File: config.mk
export PLATFORM = sky130hd
export DESIGN_NAME = dispatch_queue
export DESIGN_NICKNAME = d
export VERILOG_FILES = /design/src/rtl/dispatch_queue_pkg.sv /design/src/rtl/inst_fifo.sv /design/src/rtl/dispatch_queue.sv
export SDC_FILE = /design/constraint.sdc
export NUM_CORES = 1
export LEC_CHECK = 0
export CORE_MARGIN = 2
export CORE_UTILIZATION = 58
export DETAILED_ROUTE_END_ITERATION = 8
export PLACE_DENSITY = 0.91
export SYNTH_ARGS = -nofsm -noshare
export SYNTH_HDL_FRONTEND = slang
export SYNTH_SLANG_ARGS = --single-unit
File: constraint.sdc
create_clock -name clk_i -period 5.8 [get_ports clk_i]
set_clock_uncertainty 0.05 [all_clocks]
set_input_delay 0.87 -clock clk_i [delete_from_list [all_inputs] [get_ports clk_i]]
set_output_delay 0.87 -clock clk_i [all_outputs]
set_load 0.05 [all_outputs]
File: src/rtl/dispatch_queue_pkg.sv
// Shared core definitions: opcode constants, resource-class bit positions and
// the dispatch-queue entry layout used by both the storage and steering logic.
package dispatch_queue_pkg;

  localparam int DQ_DEPTH_DEF = 4;

  localparam logic [6:0] OPC_OP     = 7'b0110011;
  localparam logic [6:0] OPC_OP_IMM = 7'b0010011;
  localparam logic [6:0] OPC_LOAD   = 7'b0000011;
  localparam logic [6:0] OPC_STORE  = 7'b0100011;
  localparam logic [6:0] OPC_BRANCH = 7'b1100011;

  localparam int RC_ALU = 0;
  localparam int RC_LSU = 1;
  localparam int RC_MUL = 2;
  localparam int RC_W   = 3;

  typedef struct packed {
    logic [31:0]     inst;
    logic [31:0]     pc;
    logic [RC_W-1:0] rclass;
    logic            br;
  } dq_entry_t;

  // Dispatchable only when exactly one execution class is claimed.
  function automatic logic class_legal(input logic [RC_W-1:0] rc);
    return (rc == 3'b001) || (rc == 3'b010) || (rc == 3'b100);
  endfunction

endpackage

File: src/rtl/inst_fifo.sv
// Circular entry store with head/tail pointers and occupancy; write lands at
// the edge, head is readable the next cycle. Push/pop are pre-qualified by the caller.
module inst_fifo
  import dispatch_queue_pkg::*;
#(
  parameter  int DEPTH = DQ_DEPTH_DEF,
  localparam int PW    = $clog2(DEPTH),
  localparam int CW    = PW + 1
) (
  input  logic            clk_i,
  input  logic            rstn_i,
  input  logic            flush_i,
  input  logic            push,
  input  dq_entry_t       wr_entry,
  input  logic            pop,
  output dq_entry_t       head_entry,
  output logic [CW-1:0]   count
);

  logic [PW-1:0] head_ptr;
  logic [PW-1:0] tail_ptr;
  dq_entry_t     mem [DEPTH];
  logic          do_push;
  logic          do_pop;

  // Flush voids any same-cycle push or pop.
  assign do_push = push && !flush_i;
  assign do_pop  = pop && !flush_i && (count != '0);

  always_ff @(posedge clk_i or negedge rstn_i) begin
    if (!rstn_i) begin
      head_ptr <= '0;
      tail_ptr <= '0;
      count    <= '0;
    end else if (flush_i) begin
      head_ptr <= tail_ptr;
      count    <= '0;
    end else begin
      if (do_push) tail_ptr <= tail_ptr + 1'b1;
      if (do_pop)  head_ptr <= head_ptr + 1'b1;
      count <= count + CW'(do_push) - CW'(do_pop);
    end
  end

  always_ff @(posedge clk_i) begin
    if (do_push) mem[tail_ptr] <= wr_entry;
  end

  assign head_entry = mem[head_ptr];

endmodule

File: src/rtl/dispatch_queue.sv
// In-order dispatch queue: 1-cycle push-to-head latency, steers the head to one
// issue port; holds head until that port's ready, stalls upstream when full.
module dispatch_queue
  import dispatch_queue_pkg::*;
#(
  parameter  int DEPTH = DQ_DEPTH_DEF,
  parameter  int CNTW  = 32,
  localparam int CW    = $clog2(DEPTH) + 1
) (
  input  logic            clk_i,
  input  logic            rstn_i,
  input  logic            flush_i,
  input  logic            inst_valid_i,
  input  logic [31:0]     inst_i,
  input  logic [31:0]     pc_i,
  input  logic            alu_i,
  input  logic            lsu_i,
  input  logic            mul_i,
  input  logic            br_i,
  output logic            inst_ready_o,
  output logic            alu_valid_o,
  input  logic            alu_ready_i,
  output logic            lsu_valid_o,
  input  logic            lsu_ready_i,
  output logic            mul_valid_o,
  input  logic            mul_ready_i,
  output logic [31:0]     disp_inst_o,
  output logic [31:0]     disp_pc_o,
  output logic            disp_br_o,
  output logic            illegal_o,
  output logic [CW-1:0]   count_o,
  output logic [CNTW-1:0] disp_cnt_o
);

  localparam logic [CW-1:0] FULL_CNT = CW'(DEPTH);

  dq_entry_t wr_entry;
  dq_entry_t head;
  logic      not_empty;
  logic      head_legal;
  logic      push;
  logic      pop;

  always_comb begin
    wr_entry                = '0;
    wr_entry.inst           = inst_i;
    wr_entry.pc             = pc_i;
    wr_entry.rclass[RC_ALU] = alu_i;
    wr_entry.rclass[RC_LSU] = lsu_i;
    wr_entry.rclass[RC_MUL] = mul_i;
    wr_entry.br             = br_i;
  end

  assign inst_ready_o = (count_o < FULL_CNT) && !flush_i;
  assign push         = inst_valid_i && inst_ready_o;

  inst_fifo #(.DEPTH(DEPTH)) u_inst_fifo (
    .clk_i      (clk_i),
    .rstn_i     (rstn_i),
    .flush_i    (flush_i),
    .push       (push),
    .wr_entry   (wr_entry),
    .pop        (pop),
    .head_entry (head),
    .count      (count_o)
  );

  // Valids come only from stored state so downstream readies can't loop back.
  assign not_empty   = (count_o != '0);
  assign head_legal  = class_legal(head.rclass);
  assign alu_valid_o = not_empty && head_legal && head.rclass[RC_ALU];
  assign lsu_valid_o = not_empty && head_legal && head.rclass[RC_LSU];
  assign mul_valid_o = not_empty && head_legal && head.rclass[RC_MUL];
  assign illegal_o   = not_empty && !head_legal;

  assign pop = (alu_valid_o && alu_ready_i) ||
               (lsu_valid_o && lsu_ready_i) ||
               (mul_valid_o && mul_ready_i);

  assign disp_inst_o = not_empty ? head.inst : '0;
  assign disp_pc_o   = not_empty ? head.pc   : '0;
  assign disp_br_o   = not_empty && head.br;

  always_ff @(posedge clk_i or negedge rstn_i) begin
    if (!rstn_i) begin
      disp_cnt_o <= '0;
    end else if (pop && !flush_i) begin
      disp_cnt_o <= disp_cnt_o + CNTW'(1);
    end
  end

endmodule
After elaboration in Yosys (flattened, before gate mapping)
Memories as Yosys holds them, arrays and structs flattened.
Index checks and enable logic that the tools add are counted.
{ "totals": {"inputBits": 75, "memories": 1, "register_bits": 39, "ram_bits": 272} }
{ "memory_table": {"columns": ["name", "depth", "word_bits", "rd", "rd_ports_with_merged_regs", "write_ports", "line_no", "source"], "rows": [
  ["u_inst_fifo.mem", 4, 68, 1, 0, 1, "inst_fifo.sv:22", "dq_entry_t mem [DEPTH];"]
]} }
{ "op_classes": {"reduce_logical": 23, "order_cmp": 1, "bitwise": 1, "mux": 7, "addsub": 5, "n_eq_ne": 3} }
{ "op_table": {"columns": ["op", "n"], "rows": [
  ["32-bit 2-to-1 mux", 2],
  ["32-bit by 1-bit adder with 32-bit output, second input constant", 1],
  ["1-bit logical AND", 14],
  ["2-bit by 1-bit adder with 2-bit output, second input constant", 2],
  ["1-bit logical OR", 4],
  ["2-bit 2-to-1 mux", 2],
  ["3-bit by 1-bit adder with 3-bit output", 1],
  ["3-bit by 1-bit equality test with 1-bit output, second input constant", 1],
  ["3-bit by 2-bit equality test with 1-bit output, second input constant", 1],
  ["3-bit equality test, second input constant", 1],
  ["3-bit less-than comparator, second input constant", 1],
  ["3-bit 2-to-1 mux", 1],
  ["3-bit nonzero test", 1],
  ["3-bit by 1-bit subtractor with 3-bit output", 1],
  ["1-bit zero test", 2],
  ["1-bit 2-to-1 mux", 2],
  ["2-bit AND reduction", 1],
  ["2-bit nonzero test", 1],
  ["1-bit NOT", 1]
]} }

Depth between registers and ports, before layout
An unclocked memory read counts as a cell.
{ "logic_depth": {"ltp_word": 13, "mapped_depth": 13} }

By module
Synthesis repeated with hierarchy kept, for this count alone.
{ "hier_totals": {"cells_unflattened": 633, "hier_area_um2": 12573.3} }
{ "by_module_without_submodules": {"columns": ["module", "instances", "area_each_um2", "cells_per_inst", "seq_area_each_um2"], "rows": [
  ["inst_fifo", 1, 10327.4, 399, 8343.0],
  ["dispatch_queue", 1, 2245.9, 234, 800.8]
]} }

Worst setup path after synthesis
OpenSTA, ideal clock, no wires.
{ "synth_timing": {"path_type": "input port to flip-flop", "start": "input port flush_i", "end": "memory u_inst_fifo.mem[1][0] in the netlist's numbering (enable)", "setup_slack_ps": 1715, "setup_ps": 434, "arrival_time_ps": 3601, "cell_stages": 3, "required_ps": 5316, "path_cell_list": "clkbuf_1 > nor2_1 > and3_1"} }
{ "synth_via": {"elab_chain_len": 6} }
{ "synth_lines": {"columns": ["element", "line_no", "source"], "rows": [
  ["from (decl)", "dispatch_queue.sv:12", "input logic flush_i,"],
  ["1-bit zero test", "dispatch_queue.sv:54", "assign inst_ready_o = (count_o < FULL_CNT) && !flush_i;"],
  ["1-bit logical AND", "dispatch_queue.sv:54", null],
  ["named net inst_ready_o", "dispatch_queue.sv:20", "output logic inst_ready_o,"],
  ["1-bit logical AND", "dispatch_queue.sv:55", "assign push = inst_valid_i && inst_ready_o;"],
  ["1-bit logical AND", "inst_fifo.sv:27", "assign do_push = push && !flush_i;"],
  ["1-bit 2-to-1 mux", "inst_fifo.sv:46", "if (do_push) mem[tail_ptr] <= wr_entry;"],
  ["1-bit 2-to-1 mux (not written as such)", "inst_fifo.sv:46", null],
  ["to (decl)", "inst_fifo.sv:22", null]
]} }
The timed path passes the listed nets, and every way through them passes these cells.

Final worst setup path
{ "layout_timing": {"start": "register u_inst_fifo.head_ptr[0]", "end": "output port disp_inst_o[28]"} }
{ "layout_via": {"elab_chain_len": 2} }
{ "layout_lines": {"columns": ["element", "line_no", "source"], "rows": [
  ["from (decl)", "inst_fifo.sv:20", "logic [PW-1:0] head_ptr;"],
  ["from (signal assigned)", "inst_fifo.sv:36", "head_ptr <= tail_ptr;"],
  ["from (signal assigned)", "inst_fifo.sv:40", "if (do_pop) head_ptr <= head_ptr + 1'b1;"],
  ["memory read 4 x 68 bit", null, null],
  ["32-bit 2-to-1 mux", "dispatch_queue.sv:80", "assign disp_inst_o = not_empty ? head.inst : '0;"],
  ["to (decl)", "dispatch_queue.sv:27", "output logic [31:0] disp_inst_o,"]
]} }
No other way between the ends.

==> results.toml <==
[run_status]
outcome = "finished clean"

[grt]
antenna_found_initial = 2
track_usage = 0.218
grt_max_degree = 69
top_usage_layer = "met2"
gr-usage-met3 = 0.0612
grt_pass1_wl_um = 36900
use_met1 = 0.287
use_met2 = 0.365
grt_pass1_vias = 6674
grt-ovfl-total = 0

[synth]
async_flop_share = 0.125
synth_warnings = 0
syn-instance-count = 623
syn_area_per_cell_um2 = 19.7
ys_ff_latch = 311
yosysUniqueCellTypes = 41
syn-num-nets = 706
synth_ff_type = "edfxtp_1"
synth.area.top_cells = "edfxtp_1 (67%), mux4_2 (12%), dfrtp_1 (8.0%)"
netlist_area_um2 = 12300
synth_top_area_share = 0.666
synth_area_leader_cell = "edfxtp_1"
synth_edf_count = 272
yosysSeqAreaShare = 0.746

[clock_tree]
cts_setup_buffers = 0
cts_tree = "built"
ctsHoldBuffers = 0
cts-resized-gates = 0
cts-root-buf = "clkbuf_16"
htree_num_levels = 1
clock_sinks = 311
cts_made_buffers = 30
path_clk_slew_ns = 0.06
clockBufferDepth = 3
insertion_delay_ns = 0.54

[cells_and_area]
fin_cells = 1108
diodes = 0
layout-drive-gt1-share = 0.160
fin_util = 0.731
stdcell_area_um2 = 15300
final_nets = 894
areaGrowthSynthToFinish_pct = 24.6

[route]
drc = 0
drt_first_pass_iters = 5
drt_iter0_drc = 385
via_per_inst = 5.71
dr_total_vias = 6326
drt_wl_total_um = 24100
ant_nets = 0
wl_per_cell_um = 21.7

[sta]
slew_violations = 0
setup_viol = 0
worst_slew_pin_slew_ns = 1.08
tns_ns = 0
fmax_mhz = 217
rsz0062_at_grt = "no"
post-route-period-util = 0.794
hold_viol = 0
fin_ws_ns = 1.20
whs_ns = 0.429
max-slew-margin-rel = 0.279
period_minus_slack_ns = 4.60

[worst_setup_path]
arrival_ns = 3.68
crit_required_ns = 4.88
r2r_start = "u_inst_fifo.head_ptr[0]"
startpoint_type = "flip-flop"
timing.rr.end = "u_inst_fifo.count[2]"
crit_chain = "buf_4, mux4_2, and2_1, clkdlybuf4s50_1"
critPathKind = "flip-flop to primary output"
slowest_delay_ns = 0.90
r2r_slack_ns = 1.96
reg2regPathDepth = 12
cp-end-kind = "primary output"
crit_slowest_cell = "dfrtp_4"
critPathMaxFanout = 39

[placed_design]
placed_area_um2 = 14300
dp.cells = 1054
io_buffers = 179
place_hpwl_um = 14500
dp_slack_ns = 1.67
gp_congestion = 0.772

[pwr]
p_total_mw = 7.52
max-vdd-ir-drop_v = 0.000454
power_density_nw_per_um2 = 493
p_leak_nw = 5.21

[flow_run]
cap_violations = 0

[floorplanning]
core_um2 = 20900
die_h_um = 149
rows = 53
dieArea_um2 = 22300
pin_count = 180
die_w_um = 149
initial_core_util = 0.587

[hold_path]
hold_end = "disp_cnt_o[31]"
holdPathStages = 1
holdCritStartpoint = "disp_cnt_o[31]"
hold_path.class = "flip-flop to flip-flop"
## cells in the mapped netlist (2+ instances only)
cell type,instances
mux2_2,3
buf_2,4
nor2b_1,2
nor2_1,17
and4_1,2
nor4_1,2
nand2_1,14
ha_1,7
and2_1,66
nand3_1,9
edfxtp_1,272
o21ai_0,2
nand4_1,8
buf_1,7
or3_1,2
dfrtp_1,39
inv_1,13
xnor2_1,19
mux4_2,68
xor2_1,16
nor3_1,9
clkbuf_1,15
and3_1,9
## flip-flops by register name, summed over array words and instances, names as in the netlist
register / count
disp_cnt_o: 32
u_inst_fifo.count: 3
u_inst_fifo.head_ptr: 2
u_inst_fifo.tail_ptr: 2
u_inst_fifo.mem: 272
## metal layers
layer  part of all wire  wire length (um)
met5            0.00050                12
met4              0.015               371
met3              0.078              1890
met2               0.51             12300
met1               0.39              9510
## area by class of cell
| type | count | area (um^2) |
|---|---|---|
| sequential | 311 | 9150 |
| timing repair buffer | 183 | 1820 |
| fill | 1223 | 5620 |
| inverter | 13 | 48.8 |
| multi-input combinational | 272 | 2970 |
| clock buffer | 48 | 901 |
| tap | 275 | 344 |
| clock inverter | 6 | 28.8 |
## placed cells by master, fill, tap and decap left out, types with 2 or more instances in the layout
cell	count
dfrtp_1	37
buf_4	4
inv_1	13
nor2b_1	2
nand3_1	9
clkdlybuf4s50_1	179
and4_1	2
and3_4	4
nor2_1	17
clkbuf_16	32
o21ai_0	2
and2_1	66
clkbuf_8	4
nand2_1	14
edfxtp_1	272
nand4_1	8
nor3_1	9
mux4_2	68
mux2_2	3
nor4_1	2
clkbuf_1	12
xnor2_1	19
clkinv_2	5
xor2_1	16
ha_1	7
dfrtp_4	2
and3_1	5
## cells by family after synthesis
kind of cell / Yosys count / synth area share
flops: 311 / 0.746
simple gates: 149 / 0.0715
mux: 72 / 0.129
buf+inv: 40 / 0.0133
xor+xnor: 36 / 0.0263
fa+ha+maj: 8 / 0.00878
compound gates: 7 / 0.00572
## power breakdown
| group | switching, mW | leakage [nW] | total [mW] | internal (mW) |
|---|---|---|---|---|
| Combinational | 1.72 | 1.79 | 2.83 | 1.12 |
| Clock | 0.772 | 0.458 | 1.83 | 1.06 |
| Sequential | 0.189 | 2.97 | 2.86 | 2.68 |
## how the worst max path moves through the flow
| stage | from | to | slack, ns | cells after the start |
|---|---|---|---|---|
| after floorplan | flush_i | u_inst_fifo.mem[1][0] | 1.72 | 3 |
| after global placement | u_inst_fifo.head_ptr[0] | disp_br_o | 1.69 | 4 |
| after detailed placement | u_inst_fifo.head_ptr[0] | disp_inst_o[14] | 1.67 | 4 |
| after CTS | u_inst_fifo.head_ptr[0] | disp_inst_o[14] | 1.07 | 4 |
| after global routing | u_inst_fifo.head_ptr[0] | disp_pc_o[8] | 0.91 | 4 |
| final | u_inst_fifo.head_ptr[0] | disp_inst_o[28] | 1.20 | 4 |
## critical path: cells and delay by family (launching register included)
kind                   cells  cell delay [ns]
multiplexers               1             0.61
AND/OR/NAND/NOR            1             0.19
flip-flops                 1             0.90
buffers and inverters      2             1.42
Power figures use the tool's default switching activity.
